`src/rtl/display_scan_ctrl.sv`:
```
// Multiplexed 4-digit BCD display scanner with shadow-buffered loads,
// guard gaps between digit slots, digit suppression and leading-zero blanking.
module display_scan_ctrl #(
    parameter int REFRESH_DIV = 50000,
    parameter int GUARD_CYC   = 16
) (
    input  logic        clk,
    input  logic        rst,
    input  logic        load_valid,
    input  logic [15:0] load_data,
    output logic        load_ready,
    input  logic        lzb_en,
    output logic [3:0]  s_out,
    output logic [3:0]  an,
    output logic        frame_tick
);

    localparam int CNT_MAX = (REFRESH_DIV > GUARD_CYC) ? REFRESH_DIV : GUARD_CYC;
    localparam int CW      = $clog2(CNT_MAX) + 1;
    localparam logic [CW-1:0] ON_LAST    = CW'(REFRESH_DIV - 1);
    localparam logic [CW-1:0] GUARD_LAST = CW'(GUARD_CYC - 1);

    typedef enum logic [1:0] {
        BLANK = 2'd0,
        ON    = 2'd1,
        GUARD = 2'd2
    } state_t;

    state_t        state, state_nxt;
    logic [15:0]   active, shadow;
    logic          pend;
    logic [1:0]    idx, idx_nxt;
    logic [CW-1:0] cnt, cnt_nxt;
    logic [3:0]    s_last;
    logic          commit, accept;
    logic [3:0]    digit, s_cur;
    logic          upper_zero, digit_bad, suppress;

    assign load_ready = ~pend;
    assign accept     = load_valid & ~pend;

    // upper_zero: this digit and every digit above it are zero (never for digit 0)
    always_comb begin
        digit      = 4'd0;
        upper_zero = 1'b0;
        case (idx)
            2'd0: begin
                digit      = active[3:0];
                upper_zero = 1'b0;
            end
            2'd1: begin
                digit      = active[7:4];
                upper_zero = (active[15:4] == 12'd0);
            end
            2'd2: begin
                digit      = active[11:8];
                upper_zero = (active[15:8] == 8'd0);
            end
            default: begin
                digit      = active[15:12];
                upper_zero = (active[15:12] == 4'd0);
            end
        endcase
    end

    assign digit_bad = (digit > 4'd9);
    assign suppress  = digit_bad | (lzb_en & upper_zero);
    assign s_cur     = digit_bad ? 4'd0 : digit;

    always_comb begin
        state_nxt  = state;
        idx_nxt    = idx;
        cnt_nxt    = cnt;
        commit     = 1'b0;
        an         = 4'b1111;
        s_out      = 4'd0;
        frame_tick = 1'b0;
        case (state)
            BLANK: begin
                if (pend) begin
                    commit    = 1'b1;
                    idx_nxt   = 2'd0;
                    cnt_nxt   = '0;
                    state_nxt = ON;
                end
            end
            ON: begin
                s_out = s_cur;
                if (!suppress) begin
                    an = ~(4'b0001 << idx);
                end
                if (cnt == ON_LAST) begin
                    cnt_nxt   = '0;
                    state_nxt = GUARD;
                end else begin
                    cnt_nxt = cnt + CW'(1);
                end
            end
            GUARD: begin
                s_out = s_last;
                if (cnt == GUARD_LAST) begin
                    cnt_nxt   = '0;
                    idx_nxt   = idx + 2'd1;
                    state_nxt = ON;
                    // Frame boundary: the only place a mid-scan update may land.
                    if (idx == 2'd3) begin
                        frame_tick = 1'b1;
                        commit     = pend;
                    end
                end else begin
                    cnt_nxt = cnt + CW'(1);
                end
            end
            default: begin
                state_nxt = BLANK;
            end
        endcase
    end

    always_ff @(posedge clk or posedge rst) begin
        if (rst) begin
            state  <= BLANK;
            idx    <= 2'd0;
            cnt    <= '0;
            pend   <= 1'b0;
            active <= 16'd0;
            shadow <= 16'd0;
            s_last <= 4'd0;
        end else begin
            state <= state_nxt;
            idx   <= idx_nxt;
            cnt   <= cnt_nxt;
            if (state == ON) begin
                s_last <= s_cur;
            end
            if (commit) begin
                active <= shadow;
                pend   <= 1'b0;
            end else if (accept) begin
                shadow <= load_data;
                pend   <= 1'b1;
            end
        end
    end

endmodule
```
`config.mk`:
```
export PLATFORM = sky130hd
export DESIGN_NAME = display_scan_ctrl
export DESIGN_NICKNAME = d
export VERILOG_FILES = /design/src/rtl/display_scan_ctrl.sv
export SDC_FILE = /design/constraint.sdc
export NUM_CORES = 1
export LEC_CHECK = 0
export BUFFER_PORTS_ARGS = -buffer_cell sky130_fd_sc_hd__clkbuf_2
export CAP_MARGIN = 0
export CORE_ASPECT_RATIO = 1.4
export CORE_MARGIN = 5
export CORE_UTILIZATION = 39
export CTS_CLUSTER_SIZE = 12
export DETAILED_ROUTE_END_ITERATION = 8
export SLEW_MARGIN = 20
export SYNTH_ARGS = -nofsm -noshare
export SYNTH_HDL_FRONTEND = slang
export SYNTH_SLANG_ARGS = --single-unit
export TNS_END_PERCENT = 100
```
`constraint.sdc`:
```
create_clock -name clk -period 5.35 [get_ports clk]
set_input_delay 0 -clock clk [delete_from_list [all_inputs] [get_ports clk]]
set_output_delay 0 -clock clk [all_outputs]
set_load 0.02 [all_outputs]
```
[After elaboration in Yosys (flattened, before gate mapping)]
Index checks and enable logic that the tools add are counted.
Storage, ports and cells
  RAM bits: 0
  logic and storage cells: 65
  input port bits: 20
  memories: 0
  bits in registers: 58
  memory bits (read-only): 0
  latch bits: 0
  output and inout bits: 10
Operators by class
  $add $sub $neg: 2
  divide/modulo/power cells: 0
  shift-type cells: 1
  eq/ne operators: 10
  bitwise logic cells: 6
  multiply operators: 0
  reduce and logical (&&, ||, !) cells: 12
  muxes and demuxes: 26
  $lt $le $gt $ge: 1
Operator list (number)
  $mux 17: 3
  $pmux 17 s3: 1
  $add 17x1->17 const B: 1
  $eq 17x16->1 const B: 1
  $eq 17x4->1 const B: 1
  $logic_not 12->1: 1
  $mux 4: 3
  $pmux 4 s3: 1
  $mux 2: 5
  $logic_not 8->1: 1
  $mux 1: 8
  $pmux 4 s2: 1
  $eq 2x2->1 const B: 3
  $ne 2x2->1 const B: 3
  $pmux 2 s3: 1
  $reduce_and 3->1: 2
  $eq 2x1->1 const B: 2
  $gt 4x4->1 const B: 1
  $logic_not 2->1: 2
  $logic_not 4->1: 1
  $not 4->4: 1
  $pmux 2 s2: 1
  $reduce_and 2->1: 2
  $reduce_bool 2->1: 2
  other kinds (8): 10

[Longest topological paths before layout]
Gate-level depths: netlist (run 1).
  word-level depth: 6
  depth in mapped cells: 8
  gate-level depth less buffers: 6

[Worst setup path after synthesis (run 1)]
Ideal clock, no wire load.
  path kind: flip-flop to output port
  start point: register idx[0]
  end point: output s_out[2]
  required time: 5350 ps
  stages on the path, launching flop included: 7
  arrival: 2055 ps
  path slack: 3295 ps
  path buffers: 0
  cell sequence: dfrtp_1 inv_1 ha_1 a222oi_1 mux2_2 or3b_2 a21oi_1
Between the ends
  longest elaborated chain between the ends: 5
  elaborated cells between the ends (all ways): 7
  those cells by class: 1 x order compare; 2 x eq/ne; 3 x mux; 1 x reduce/logical
Ends and longest elaborated chain
  start: declaration: RTL line 32  | logic [1:0] idx, idx_nxt;
  start signal: assignment: RTL line 131  | idx <= idx_nxt;
  $eq 2x2->1 (tied with other cells): RTL line 46  | case (idx)
  $pmux 4 s3 (*): RTL line 46
  $gt 4x4->1: RTL line 66  | assign digit_bad = (digit > 4'd9);
  $mux 4 (*): RTL line 68  | assign s_cur = digit_bad ? 4'd0 : digit;
  $pmux 4 s2 (*): RTL line 78  | case (state)
  end: declaration: RTL line 13  | output logic [3:0] s_out,
Mark *: on every way between the ends. The rest lies on a longest branch, timed or not.

[Final worst setup path (run 1)]
  start point: register state[0]
  end point: register cnt[10]
Between the ends
  longest elaborated chain between the ends: 3
  elaborated cells between the ends (all ways): 7
  those cells by class: 3 x eq/ne; 1 x mux; 3 x reduce/logical
Ends and longest elaborated chain
  start: declaration: RTL line 29  | state_t state, state_nxt;
  start signal: assignment: RTL line 130  | state <= state_nxt;
  $eq 2x1->1 (tied with other cells): RTL line 78
  $reduce_bool 3->1 (no source line) or $ne 2x2->1 (tied branches)
  $reduce_and 2->1 (no source line)
  end signal: assignment: RTL line 132  | cnt <= cnt_nxt;
  end: declaration: RTL line 33  | logic [CW-1:0] cnt, cnt_nxt;
Several ways; a longest one is shown, not always the timed one.
A chain may end at the register's enable or synchronous reset.

==> results.yml, run 1 <==
floorplan:
  die_y_um: 118
  coreArea_um2: 8200
  ioPinCount: 30
  die_width_um: 87.4
  die_area_um2: 10400
  initial_core_util_pct: 39.9
  rows: 39
synth:
  synth_common_cells: "58 x dfrtp_1, 42 x nand2_1, 27 x o21ai_0"
  syn-cell-area_um2: 3270
  yosysMostFrequentCell: "dfrtp_1"
  async_reset_ff_share_pct: 100
  syn_inst: 339
  synth_top_flop_cell: "dfrtp_1"
  synth_edf_count: 0
  ys_ff_latch: 58
  synth_cell_type_count: 54
  avgSynthCellArea_um2: 9.66
  synth_top_cell_area_share_pct: 44.3
  syn-num-nets: 369
  yosysTopAreaCell: "dfrtp_1"
  yosys_warnings: 0
  ys_seq_area_share_pct: 44.3
  synthTopCellsByArea: "dfrtp_1 44%, mux2_2 6.5%, nand2_1 4.8%"
sta:
  maxSlewViolCount: 0
  fmax_mhz: 379
  hold_violations: 0
  setup_violations: 0
  fin_skew_ns: 0.00806
  max-slew-margin-rel_pct: 31.0
  worstMarginPinSlew_ns: 1.03
  setup_slack_ns: 2.71
  rsz0062_at_grt: "false"
  tns_ns: 0
  finalCritPeriodShare_pct: 49.3
  fin_crit_ns: 2.64
clocking:
  numCtsBuffers: 9
  cts.clk_slew.worst_paths_ns: 0.05
  htree_levels: 3
  root_buffer: "clkbuf_16"
  cts_tree: "built"
  post_cts_buffers: 0
  clk_latency_ns: 0.33
  clockBufferDepth: 2
  clock_sinks: 58
placement:
  gp_congestion: 0.814
  place_hpwl_um: 5330
  placedCellCount: 456
  place_worst_setup_slack_ns: 2.71
  port_buffers: 29
grt:
  top_usage_layer: "met2"
  grtUsageMet1_pct: 19.0
  overflow: 0
  antenna_found_initial: 0
  grt_use_met3_pct: 2.71
  first_global_vias: 2702
  grt_max_degree: 59
  grt_usage_pct: 16.1
  grt_pass1_wl_um: 13100
  grt_use_met2_pct: 26.9
drt:
  avgViaCountPerCell: 5.42
  avgRoutedWirePerCell_um: 15.5
  drt_iter0_markers: 93
  ant_nets: 0
  vias: 2648
  drtPass1Iterations: 4
  route.detailed.drc: 0
  wirelength_um: 7600
worst_setup_path:
  arrival_ns: 2.80
  ff2ff_path_depth: 5
  worst_setup_path_start_kind: "flop"
  crit_path_cell_trace: "inv_1 -> ha_1 -> mux2i_1 -> a221oi_2 -> nor2_1"
  critPathMaxStageDelay_ns: 0.84
  cpMaxStageDelayCell: "a221oi_2"
  path_buf_inv: 1
  worst-setup-path-type: "reg2reg"
  crit_cells: 5
  crit_fanout: 21
  cp.required_ns: 5.51
  crit_family: "compound AO/OA/AOI/OAI gates"
  worstSetupEndpointType: "flop"
worst_hold_path:
  hold_depth: 3
  hold_path.class: "in2reg"
cells_and_area:
  instances_no_fill: 489
  antenna_cells: 0
  layout-drive-gt1-share_pct: 20.9
  areaGrowthSynthToFinish_pct: 21.3
  fin_nets: 412
power_and_ir_drop:
  max-vdd-ir-drop_mv: 0.314
  p_leak_nw: 1.71
  powerDensity_nw_per_um2: 514
  p_total_mw: 2.04
job:
  drv_cap: 0
outcome:
  status: "complete, no violations"
cells in the final DEF, fill, tap and decap left out, types with 4 or more instances in the layout:
cell type | netlist | layout
xnor2_1 | 4 | 4
o21ai_0 | 27 | 27
or3_1 | 6 | 6
clkbuf_16 | 0 | 9
nand4_1 | 5 | 5
nor2b_1 | 18 | 18
mux2_2 | 19 | 19
dfrtp_1 | 58 | 58
dlygate4sd3_1 | 0 | 17
a21oi_1 | 13 | 13
nor4_1 | 5 | 5
inv_1 | 17 | 16
ha_1 | 10 | 10
nand2_1 | 42 | 42
nand3_1 | 10 | 10
a22oi_1 | 4 | 4
o211ai_1 | 16 | 16
a22o_1 | 4 | 4
clkbuf_2 | 0 | 29
nor2_1 | 14 | 14
worst min-delay path: cells and delay by family:
kind / cells / cell delay, ns
AND/OR/NAND/NOR: 1 / 0.22
buffers and inverters: 1 / 0.07
AO/OA/AOI/OAI: 1 / 0.19
stage by stage:
| step | util [%] | hold WS, ns | instance area, um2 |
|---|---|---|---|
| after global placement | 42.4 | 0.231 | 3480 |
| after floorplan | - | 0.152 | 3270 |
| after CTS | 48.4 | 0.188 | 3970 |
| final | 48.4 | 0.191 | 3970 |
| after detailed placement | 42.4 | 0.235 | 3480 |
| after global routing | 48.4 | 0.220 | 3970 |
power breakdown:
part | switching [mW] | internal, mW | total [mW]
sequential | 0.122 | 0.597 | 0.719
clock | 0.201 | 0.418 | 0.619
combinational | 0.397 | 0.303 | 0.700
area by class of cell:
cell class / instances / area [um2]
fillers: 793 / 4230
multi-input cells: 246 / 1660
flip-flops and latches: 58 / 1450
repair buffers: 49 / 338
clock buffers: 11 / 243
well taps: 102 / 128
clock inverters: 5 / 77.6
inverters: 18 / 67.6
sequential cells by signal (all words and copies together) (netlist names):
signal and cells:
cnt 17, active 16, shadow 16, s_last 4, idx 2, state 2
pend 1
worst paths after layout:
kind / slack, ns / to / startpoint
max: 2.71 / cnt[10] / state[0]
max in group asynchronous: 4.42 / cnt[10] / rst
min: 0.19 / pend / load_valid
min in group asynchronous: 0.43 / active[13] / rst
max reg2reg: 2.71 / cnt[10] / state[0]
min reg2reg: 0.50 / shadow[10] / shadow[10]
layer usage:
| layer | routed length [um] | vias up | share of wire [%] |
|---|---|---|---|
| met5 | 0 | - | 0 |
| met3 | 218 | 18 | 2.9 |
| met4 | 251 | 0 | 3.3 |
| li1 | - | 1310 | - |
| met2 | 4020 | 54 | 53 |
| met1 | 3110 | 1266 | 41 |
cell families (layout without fill, tap and decap cells):
kind of cell / Yosys count / in the layout / share of synthesized area, %
flip-flops: 58 / 58 / 44.3
multiplexers: 20 / 20 / 6.84
adder cells (fa/ha/maj): 10 / 10 / 3.82
AO/OA/AOI/OAI: 83 / 83 / 17.0
XOR/XNOR: 7 / 7 / 1.87
buffers and inverters: 35 / 83 / 4.82
AND/OR/NAND/NOR: 126 / 126 / 21.3
timing repair:
action | 4_1_cts | 5_1_grt
gates resized for setup | 0 | 0
hold buffers | 17 | 0
endpoints found under the hold margin | 74 | 0
Note: power is estimated with default switching activity, not from simulation.
==> run 2, diff against run 1 <==
- clock period: 5.35 -> 2.5 ns (I/O delays scaled with it)
==> run 2 against run 1 <==
- global-route usage increased by 0.052 points
- via count increased by 2.5%
- die area unchanged
- utilization increased by 1.1 points
- highest routed layer unchanged
- sequential power increased by 120%
- critical path depth increased by 2
- final area increased by 2.3%
- flip-flop and latch count unchanged
- clock skew decreased by 0.0033 ns
==> results.yml, run 2 (synthesis results as in run 1) <==
job:
  drv_cap: 0
placement:
  place_worst_setup_slack_ns: 0.297
  port_buffers: 29
  place_hpwl_um: 5410
  gp_congestion: 0.872
worst_setup_path:
  critPathMaxStageDelay_ns: 0.46
  ff2ff_setup_slack_ns: 0.35
  worstSetupEndpointType: "output port"
  timing.rr.end: "cnt[16]"
  cp_common_cell: "buf_4"
  crit_fanout: 6
  cpMaxStageDelayCell: "or3b_2"
  worst-setup-path-type: "reg2out"
  crit_family: "compound AO/OA/AOI/OAI gates"
  cp.required_ns: 2.50
  worst_setup_path_start_kind: "flop"
  ff2ff_path_depth: 6
  crit_path_cell_trace: "buf_4 -> ha_1 -> a222oi_1 -> mux2_4 -> or3b_2 -> a21oi_1 -> buf_4"
  path_buf_inv: 2
  arrival_ns: 2.41
  reg2reg_from: "state[0]"
floorplan:
  die_area_um2: 10400
  rows: 39
  die_width_um: 87.4
  initial_core_util_pct: 39.9
  die_y_um: 118
  coreArea_um2: 8200
  ioPinCount: 30
drt:
  vias: 2713
  avgViaCountPerCell: 5.45
  drt_iter0_markers: 150
  wirelength_um: 7730
  ant_nets: 0
  wl_met2_um: 4060
  route.detailed.drc: 0
  avgRoutedWirePerCell_um: 15.5
  met3_length_um: 211
  highest_layer: "met4"
  drtPass1Iterations: 4
  wl_met1_um: 3260
cells_and_area:
  antenna_cells: 0
  layout-drive-gt1-share_pct: 23.2
  mostFrequentLayoutCell: "dfrtp_1"
  regMostFlops: "cnt"
  reg_top3: "cnt (17), active (16), shadow (16)"
  largest_reg_flops: 17
  areaGrowthSynthToFinish_pct: 24.0
  fin_nets: 421
  post-route-util_pct: 49.5
  final_cell_mix: "57 x dfrtp_1, 42 x nand2_1, 28 x clkbuf_2"
grt:
  grt_pass1_wl_um: 13400
  antenna_found_initial: 0
  first_global_vias: 2710
  grt_max_degree: 31
  grt_usage_pct: 16.1
  overflow: 0
sta:
  setup_violations: 0
  rsz0062_at_grt: "false"
  fin_skew_ns: 0.00474
  tns_ns: 0
  worstMarginPinSlew_ns: 0.624
  max-slew-margin-rel_pct: 58.3
  setup_slack_ns: 0.0906
  fmax_mhz: 415
  hold_violations: 0
  maxSlewViolCount: 0
  fin_crit_ns: 2.41
  finalCritPeriodShare_pct: 96.4
clocking:
  clk_latency_ns: 0.32
  clockBufferDepth: 2
  numCtsBuffers: 9
  htree_levels: 3
  clock_sinks: 58
  cts.clk_slew.worst_paths_ns: 0.05
  root_buffer: "clkbuf_16"
  cts_tree: "built"
power_and_ir_drop:
  p_total_mw: 4.46
  max-vdd-ir-drop_mv: 0.538
  p_leak_nw: 1.76
  powerDensity_nw_per_um2: 1100
worst_hold_path:
  worstHoldEndpoint: "pend"
  hold_path.class: "in2reg"
  hold_depth: 4
  min_from: "load_valid"
outcome:
  status: "complete, no violations"
==> run 2: layout make-up <==
| type | instances | area, um2 |
|---|---|---|
| Timing Repair Buffer | 58 | 420 |
| Multi-Input combinational cell | 246 | 1670 |
| Clock inverter | 5 | 77.6 |
| Fill cell | 796 | 4140 |
| Sequential cell | 58 | 1450 |
| Tap cell | 102 | 128 |
| Inverter | 18 | 67.6 |
| Clock buffer | 11 | 243 |
==> run 2: per-stage QoR <==
step                      cell area (um2)  hold WS, ns  cells
after global routing                 4060        0.289    498
after global placement               3540        0.103    462
final                                4060        0.236    498
after CTS                            4040        0.239    496
after detailed placement             3540        0.102    462
after floorplan                      3270        0.152    339
==> run 2: worst max-delay path by stage <==
| stage | cells after the start | from | end |
|---|---|---|---|
| floorplan | 6 | idx[0] | s_out[2] |
| global placement | 7 | idx[0] | s_out[2] |
| detailed placement | 7 | idx[0] | s_out[2] |
| CTS | 7 | idx[0] | s_out[2] |
| global route | 7 | idx[1] | s_out[2] |
| finish | 7 | idx[1] | s_out[2] |
==> run 2: what timing repair did <==
item / 4_1_cts / 5_1_grt
endpoints found under the hold margin: 44 / 0
endpoints found under the setup margin: 1 / 1
hold buffers: 17 / 0
resized for setup: 3 / 2
pin swaps: 1 / 1
setup buffers: 1 / 2
==> run 2: worst min-delay path, delay by kind of cell <==
kind | cells | cell delay (ns)
buf+inv | 2 | 0.28
simple gates | 1 | 0.15
compound gates | 1 | 0.10
==> run 2: power by group <==
group	internal, mW	total [mW]	switching (mW)
clock network	0.895	1.32	0.428
logic	0.703	1.59	0.890
registers	1.28	1.55	0.267
total	2.88	4.46	1.58
==> run 2: per-layer routing <==
layer | track usage [%] | vias to the layer above
met5 | 0 | -
met4 | 6.91 | 0
met3 | 3.34 | 15
met2 | 27.5 | 42
met1 | 19.3 | 1327
li1 | - | 1329
